File: src/rtl/uart_rx_frame_if.sv
// Serial receive side bundle: the rx pin plus the received-byte outputs.
// No latency of its own; pure wiring between the pin, receiver and consumer.
// No backpressure: the consumer must take po_data in the po_flag cycle.
interface uart_rx_frame_if;
   logic       rx;
   logic [7:0] po_data;
   logic       po_flag;
   logic       frame_err;
   logic       busy;

   // receiver side
   modport master (
      input  rx,
      output po_data,
      output po_flag,
      output frame_err,
      output busy
   );

   // line driver / byte consumer side
   modport slave (
      output rx,
      input  po_data,
      input  po_flag,
      input  frame_err,
      input  busy
   );
endinterface

File: src/rtl/uart_rx_frame.sv
// 8N1 UART receiver: deserialises rx into bytes, flags framing errors.
// Latency: po_flag about 9.5 bit times (9*BIT_CNT_MAX + MID + 4 cycles) after the start edge.
// No backpressure: po_flag / frame_err are single-cycle pulses that cannot be stalled.
module uart_rx_frame #(
   parameter int CLK_FREQ = 50000000,
   parameter int BAUD     = 9600
) (
   input logic             sys_clk,
   input logic             sys_rst_n,
   uart_rx_frame_if.master uif
);

   localparam int          BIT_CNT_MAX = CLK_FREQ / BAUD;
   localparam int          MID         = BIT_CNT_MAX / 2;
   localparam logic [12:0] BAUD_LAST   = 13'(BIT_CNT_MAX - 1);
   localparam logic [12:0] BAUD_MID    = 13'(MID);

   typedef enum logic [1:0] {
      IDLE  = 2'd0,
      START = 2'd1,
      DATA  = 2'd2,
      STOP  = 2'd3
   } state_t;

   state_t      state_q, state_d;
   logic [12:0] baud_cnt_q, baud_cnt_d;
   logic [2:0]  bit_cnt_q, bit_cnt_d;
   logic [7:0]  shift_q, shift_d;
   logic [7:0]  po_data_q, po_data_d;
   logic        po_flag_q, po_flag_d;
   logic        frame_err_q, frame_err_d;
   logic        busy_q, busy_d;
   logic        rx_s1_q, rx_s1_d;
   logic        rx_s2_q, rx_s2_d;
   logic        rx_s3_q, rx_s3_d;
   // sync_vld marks which synchronizer stages hold real pin samples rather
   // than reset values; armed is set once a genuine high has been seen, so a
   // line that is already low when reset releases cannot fake a start edge.
   logic [1:0]  sync_vld_q, sync_vld_d;
   logic        armed_q, armed_d;
   logic        fall;

   // Next-state logic: synchronizer, edge detect, bit timing and frame FSM.
   always_comb begin
      state_d     = state_q;
      baud_cnt_d  = baud_cnt_q;
      bit_cnt_d   = bit_cnt_q;
      shift_d     = shift_q;
      po_data_d   = po_data_q;
      po_flag_d   = 1'b0;
      frame_err_d = 1'b0;

      rx_s1_d    = uif.rx;
      rx_s2_d    = rx_s1_q;
      rx_s3_d    = rx_s2_q;
      sync_vld_d = {sync_vld_q[0], 1'b1};
      armed_d    = armed_q | (sync_vld_q[1] & rx_s2_q);
      fall       = armed_q & rx_s3_q & ~rx_s2_q;

      if (state_q != IDLE) begin
         baud_cnt_d = (baud_cnt_q == BAUD_LAST) ? 13'd0 : baud_cnt_q + 13'd1;
      end

      case (state_q)
         IDLE: begin
            baud_cnt_d = 13'd0;
            if (fall) begin
               state_d = START;
            end
         end
         START: begin
            if (baud_cnt_q == BAUD_MID && rx_s2_q) begin
               // line back high mid start bit: glitch, not a frame
               state_d    = IDLE;
               baud_cnt_d = 13'd0;
            end else if (baud_cnt_q == BAUD_LAST) begin
               state_d   = DATA;
               bit_cnt_d = 3'd0;
            end
         end
         DATA: begin
            if (baud_cnt_q == BAUD_MID) begin
               shift_d = {rx_s2_q, shift_q[7:1]};
            end
            if (baud_cnt_q == BAUD_LAST) begin
               if (bit_cnt_q == 3'd7) begin
                  state_d = STOP;
               end else begin
                  bit_cnt_d = bit_cnt_q + 3'd1;
               end
            end
         end
         STOP: begin
            if (baud_cnt_q == BAUD_MID) begin
               if (rx_s2_q) begin
                  po_data_d = shift_q;
                  po_flag_d = 1'b1;
               end else begin
                  frame_err_d = 1'b1;
               end
               // leave at mid-stop so an immediately following start edge is seen
               state_d    = IDLE;
               baud_cnt_d = 13'd0;
            end
         end
         default: begin
            state_d    = IDLE;
            baud_cnt_d = 13'd0;
         end
      endcase

      busy_d = (state_d != IDLE);
   end

   // State and output registers with synchronous active-low reset.
   always_ff @(posedge sys_clk) begin
      if (!sys_rst_n) begin
         state_q     <= IDLE;
         baud_cnt_q  <= 13'd0;
         bit_cnt_q   <= 3'd0;
         shift_q     <= 8'h00;
         po_data_q   <= 8'h00;
         po_flag_q   <= 1'b0;
         frame_err_q <= 1'b0;
         busy_q      <= 1'b0;
         rx_s1_q     <= 1'b1;
         rx_s2_q     <= 1'b1;
         rx_s3_q     <= 1'b1;
         sync_vld_q  <= 2'b00;
         armed_q     <= 1'b0;
      end else begin
         state_q     <= state_d;
         baud_cnt_q  <= baud_cnt_d;
         bit_cnt_q   <= bit_cnt_d;
         shift_q     <= shift_d;
         po_data_q   <= po_data_d;
         po_flag_q   <= po_flag_d;
         frame_err_q <= frame_err_d;
         busy_q      <= busy_d;
         rx_s1_q     <= rx_s1_d;
         rx_s2_q     <= rx_s2_d;
         rx_s3_q     <= rx_s3_d;
         sync_vld_q  <= sync_vld_d;
         armed_q     <= armed_d;
      end
   end

   assign uif.po_data   = po_data_q;
   assign uif.po_flag   = po_flag_q;
   assign uif.frame_err = frame_err_q;
   assign uif.busy      = busy_q;

endmodule

File: src/flat_wrapper.sv
// flat-port wrapper written by rule: the top's interface ports become plain ports
module uart_rx_frame_flat 
#(
   parameter int CLK_FREQ = 50000000,
   parameter int BAUD     = 9600
)
  (sys_clk, sys_rst_n, uif_rx, uif_po_data, uif_po_flag, uif_frame_err, uif_busy);
  uart_rx_frame_if uif_i ();
  input logic sys_clk;
  input logic sys_rst_n;
  input wire logic [$bits(uif_i.rx)-1:0] uif_rx;
  output wire logic [$bits(uif_i.po_data)-1:0] uif_po_data;
  output wire logic [$bits(uif_i.po_flag)-1:0] uif_po_flag;
  output wire logic [$bits(uif_i.frame_err)-1:0] uif_frame_err;
  output wire logic [$bits(uif_i.busy)-1:0] uif_busy;
  assign uif_i.rx = uif_rx;
  assign uif_po_data = uif_i.po_data;
  assign uif_po_flag = uif_i.po_flag;
  assign uif_frame_err = uif_i.frame_err;
  assign uif_busy = uif_i.busy;
  uart_rx_frame #(.CLK_FREQ(CLK_FREQ), .BAUD(BAUD)) u_core (.sys_clk(sys_clk), .sys_rst_n(sys_rst_n), .uif(uif_i));
endmodule
File: config.mk
export PLATFORM = sky130hd
export DESIGN_NAME = uart_rx_frame_flat
export DESIGN_NICKNAME = d
export VERILOG_FILES = /design/src/rtl/uart_rx_frame_if.sv /design/src/rtl/uart_rx_frame.sv /design/src/flat_wrapper.sv
export SDC_FILE = /design/constraint.sdc
export NUM_CORES = 1
export LEC_CHECK = 0
export BUFFER_PORTS_ARGS = -buffer_cell sky130_fd_sc_hd__buf_2
export CAP_MARGIN = 20
export CORE_MARGIN = 1.5
export CORE_UTILIZATION = 45
export DETAILED_ROUTE_END_ITERATION = 16
export GPL_TIMING_DRIVEN = 0
export SYNTH_ARGS = -nofsm -noshare
export SYNTH_HDL_FRONTEND = slang
export SYNTH_SLANG_ARGS = --single-unit
File: constraint.sdc
create_clock -name sys_clk -period 2.6 [get_ports sys_clk]
set_clock_uncertainty 0.05 [all_clocks]
set_input_delay 0.26 -clock sys_clk [delete_from_list [all_inputs] [get_ports sys_clk]]
set_output_delay 0.26 -clock sys_clk [all_outputs]
set_load 0.05 [all_outputs]
* After elaboration in Yosys (flattened, before gate mapping) *
Index checks and enable logic that the tools add are counted.
Widths: inputs -> output; s select.

word-level totals
  bits of input ports = 3
  register bits = 43

cells by class
  add/subtract/negate cells = 2
  equal/unequal tests = 10
  mux-type cells = 20
  reductions and logical operators = 9
  bitwise operators = 5

operators with widths
  kind                   number
  $mux 13                4
  $pmux 13 s3            1
  $add 13x1->13 const B  1
  $eq 13x12->1 const B   1
  $eq 13x13->1 const B   1
  $mux 2                 6
  $mux 3                 4
  $pmux 2 s4             1
  $pmux 3 s2             1
  $reduce_and 3->1       2
  $reduce_bool 2->1      3
  $reduce_and 5->1       1
  $eq 2x2->1 const B     2
  $ne 2x1->1 const B     2
  $ne 2x2->1 const B     2
  $add 3x1->3 const B    1
  $and 1x1->1            3
  $eq 3x3->1 const B     1
  $mux 1                 3
  $eq 2x1->1 const B     1
  $logic_not 2->1        1
  $reduce_and 2->1       1
  $logic_and 1x1->1      1
  $not 1->1              1
  $or 1x1->1             1

* Depth between registers and ports, before layout *
  word-level depth = 5
  gate-level depth with buffers = 8
  mapped depth without buffers = 7

* Least setup slack after synthesis *
OpenSTA, ideal clock, no wires.

  path kind = register -> register
  start = register u_core.baud_cnt_q[0]
  end = register u_core.baud_cnt_q[3]
  period minus slack after synthesis = 2.015 ns
  library setup time = 0.121 ns
  arrival time = 1.843 ns
  cell stages (with the launch flop) = 9
  slack = 0.585 ns
  cell sequence = dfxtp_1 > inv_1 > ha_1 > or4b_4 > nor4_4 > a22oi_1 > o21ai_2 > buf_4 > nor3_1

on the way
  longest elaborated chain between the ends = 5

ends and longest elaborated chain
  element                                        line                                      text
  start: declaration                             uart_rx_frame.sv:26                       logic [12:0] baud_cnt_q, baud_cnt_d;
  start signal: assignment                       uart_rx_frame.sv:133                      baud_cnt_q <= baud_cnt_d;
  $add 13x1->13 or $eq 13x13->1 (tied branches)  uart_rx_frame.sv:61                       baud_cnt_d = (baud_cnt_q == BAUD_LAST) ? 13'd0 : baud_cnt_q + 13'd1;
  $mux 13                                        uart_rx_frame.sv:61
  $mux 13                                        uart_rx_frame.sv:60                       if (state_q != IDLE) begin
  $mux 13 (on tied branches)                     uart_rx_frame.sv:94, uart_rx_frame.sv:72
  $pmux 13 s3 (*)                                uart_rx_frame.sv:64                       case (state_q)

Mark *: on every way between the ends. The rest lies on a longest branch, timed or not.
A chain may end at the register's enable or synchronous reset.

* Final worst setup path *
  start = register u_core.baud_cnt_q[0]
  end = register u_core.bit_cnt_q[0]

on the way
  longest elaborated chain between the ends = 4

ends and longest elaborated chain
  element                                line                  text
  $eq 13x12->1                           uart_rx_frame.sv:72   if (baud_cnt_q == BAUD_MID && rx_s2_q) begin
  $logic_and 1x1->1                      uart_rx_frame.sv:72
  $ne 2x2->1 (no source line)            -
  $reduce_and 5->1 (no source line) (*)  -
  end signal: assignment                 uart_rx_frame.sv:134  bit_cnt_q <= bit_cnt_d;
  end: declaration                       uart_rx_frame.sv:27   logic [2:0] bit_cnt_q, bit_cnt_d;

Marks and branches as above.

==> run metrics <==
Final nets=237; largest net degree at the start of global routing=14; #FFs+latches synth=43; Final Core Density=52.8%; total CTS buffers=5; status=complete, no violations; hold path startpoint=uif_rx; minimum clock period=2330 ps; Slew @ Worst Pin=653 ps; maximum clock rate=430 MHz; CP max stage delay=510 ps; synthesized cell area=1870 um2; placed cell count=269; Crit Path Max Fanout=7; Worst slew margin=55.9%; fraction of registers with async set or reset after synthesis=0%; Post-CTS Setup Repair Bufs=0; Worst Hold End=u_core.rx_s1_q$_SDFF_PN1_; IR drop worst, VDD=0.000254 V; R2R Path Start=u_core.baud_cnt_q[0]$_SDFF_PN0_; Post-Syn Area per Cell=9.06 um2; final setup violation count=0; Longest Clk Path Bufs=2; TritonCTS clock tree=done; Synth area leader=dfxtp_1; Main synth FF type=dfxtp_1; number of buffers added on ports=13; Vert. Die Dim=67.4 um; TritonCTS Sinks=43; fin cells=277; H-tree lvl count=2; GRT Total Usage=17.4%; routed wire length=3.51 mm; list of most frequent post-synthesis cells=43 x dfxtp_1, 24 x nand2_1, 24 x nor2_1; Worst path slowest cell=nor4bb_1; ANT cells=0; total core area=4000 um2; DR vias/cell=5.32; Max-Cap Viols=0; first-pass GRT wire length=5.90 mm; cell area after layout=2110 um2; worst skew pair latency=300 ps; CP Class=reg -> reg; WP data arrival=2470 ps; Crit. End Element=flop; ANT nets after route=0; unrepaired setup endpoints after global routing=false; Syn Inst Count=206; detailed placer's ending HPWL=2.52 mm; YS warnings=0; pwr dens=606 nW/um2; post-synth cell types=43; clk slew on worst S/H paths=80 ps; syn_nets=217; leakage power figure=0.871 nW; total die area=4540 um2; Post-route DRC=0; final slew viol count=0; R2R setup slack=270 ps; Post-synth EDFFs=0; post-route clock period utilization=89.5%; Crit path buffers/inverters=0; share of the synthesized area in the top cell type=46.1%; total congestion overflow=0; vias in the first global route=1309; Chip Width=67.4 um; Hold Path Depth=2; Seq/Total Area, Yosys=46.1%; Pre-antenna DRT Iters=4; area post-placement=1990 um2; Fin. Hold Viols=0; most frequent cell after synthesis=dfxtp_1; Worst R2R End=u_core.bit_cnt_q[0]$_SDFFE_PN0P_; site row count=23; R2R depth=6; Ports=14; GPL Wtd Cong=0.769; Startpoint Class=flop; total power=1.28 mW; # fillers=376; Top delay family on crit path=simple AND/OR/NAND/NOR gates; WL per Instance=12.7 um; required time worst endpoint=2740 ps; Hold Crit Class=in -> reg; Hold Buf Count CTS=0; Initial DRC Count=87; P&R area growth vs syn=13.1%; share of layout cells above drive strength 1=13.2%; root buffer cell=clkbuf_8; initial antenna violation count=0; CP cell instances=ha_1, nor4bb_1, nand3_1, o22ai_1, a21oi_1, mux2_2; top cells by area, synth=dfxtp_1 46%, ha_1 5.4%, nand2_1 4.8%; initial core utilization=46.6%; Via Count=1474; setup TNS=0 ps; post-cts resize count=0
## worst register-to-register path: stages, from the launching register on
cell and delay [ps]:
dfxtp_1 380, ha_1 240, nor4bb_1 510, nand3_1 380, o22ai_1 260, a21oi_1 130
mux2_2 290
## layout by cell type, fill, tap and decap left out, types with 2 or more instances in the layout
| master | instances |
|---|---|
| inv_1 | 9 |
| clkbuf_8 | 6 |
| nand4_1 | 3 |
| nand2_1 | 24 |
| a311oi_1 | 2 |
| and3_1 | 3 |
| nand2b_1 | 4 |
| a31oi_1 | 2 |
| buf_2 | 14 |
| clkbuf_1 | 5 |
| a22o_1 | 2 |
| a211oi_1 | 2 |
| o21ai_0 | 3 |
| dfxtp_1 | 43 |
| a21oi_1 | 13 |
| xnor2_1 | 3 |
| xor2_1 | 6 |
| buf_4 | 2 |
| nor2_1 | 24 |
| ha_1 | 8 |
| nand3_1 | 13 |
| nor3_1 | 5 |
| mux2i_1 | 8 |
## report_power, final
| group | total [mW] | switching (mW) | internal (mW) |
|---|---|---|---|
| clock | 0.529 | 0.219 | 0.311 |
| combinational | 0.0755 | 0.0536 | 0.0219 |
| sequential | 0.674 | 0.00595 | 0.668 |
| total | 1.28 | 0.278 | 1.00 |
## metrics by stage
step	worst slack [ps]	hold WS (ps)
after global routing	77.8	90.8
after detailed placement	316	348
after floorplan	585	238
final	274	93.0
after global placement	390	341
after CTS	290	85.9
## sequential cells by signal, summed over array words and instances, names as in the netlist
signal,cells
u_core.armed_q,1
u_core.baud_cnt_q,13
u_core.bit_cnt_q,3
u_core.rx_s1_q,1
u_core.rx_s2_q,1
u_core.rx_s3_q,1
u_core.shift_q,8
u_core.state_q,2
u_core.sync_vld_q,2
u_core.uif.busy,1
u_core.uif.frame_err,1
u_core.uif.po_data,8
u_core.uif.po_flag,1
## area by class of cell
type / count / area (um2) / share of cell area, %
multi-input combinational: 146 / 932 / 44.2
sequential: 43 / 861 / 40.8
clock buffer: 6 / 82.6 / 3.91
timing repair buffer: 13 / 65.1 / 3.08
tap: 50 / 62.6 / 2.96
buffer: 8 / 38.8 / 1.84
clock inverter: 2 / 35.0 / 1.66
inverter: 9 / 33.8 / 1.60
## per-layer routing
metal | vias up | track usage [%] | wire length [um]
li1 | 754 | - | -
met1 | 687 | 22.0 | 1680
met2 | 27 | 27.7 | 1640
met3 | 6 | 5.50 | 128
met4 | 0 | 6.89 | 65
met5 | - | 0 | 0
## kinds of logic after synthesis
kind of cell | share of synthesized area, %
and+or+nand+nor | 23.7
DFF | 46.1
AOI/OAI and AO/OA | 11.8
buffers and inverters | 3.89
xor gates and xnor gates | 4.23
muxes | 4.90
adders and majority gates | 5.37
## how the worst max path moves through the flow
stage	slack [ps]	startpoint	cells past startpoint	end
floorplan	590	u_core.baud_cnt_q[0]$_SDFF_PN0_	8	u_core.baud_cnt_q[3]$_SDFF_PN0_
global placement	390	u_core.baud_cnt_q[0]$_SDFF_PN0_	8	u_core.baud_cnt_q[3]$_SDFF_PN0_
detailed placement	320	u_core.baud_cnt_q[0]$_SDFF_PN0_	6	u_core.bit_cnt_q[0]$_SDFFE_PN0P_
CTS	290	u_core.baud_cnt_q[0]$_SDFF_PN0_	6	u_core.bit_cnt_q[0]$_SDFFE_PN0P_
global route	80	u_core.baud_cnt_q[0]$_SDFF_PN0_	6	u_core.bit_cnt_q[0]$_SDFFE_PN0P_
finish	270	u_core.baud_cnt_q[0]$_SDFF_PN0_	6	u_core.bit_cnt_q[0]$_SDFFE_PN0P_
Note: power is estimated with default switching activity, not from simulation.
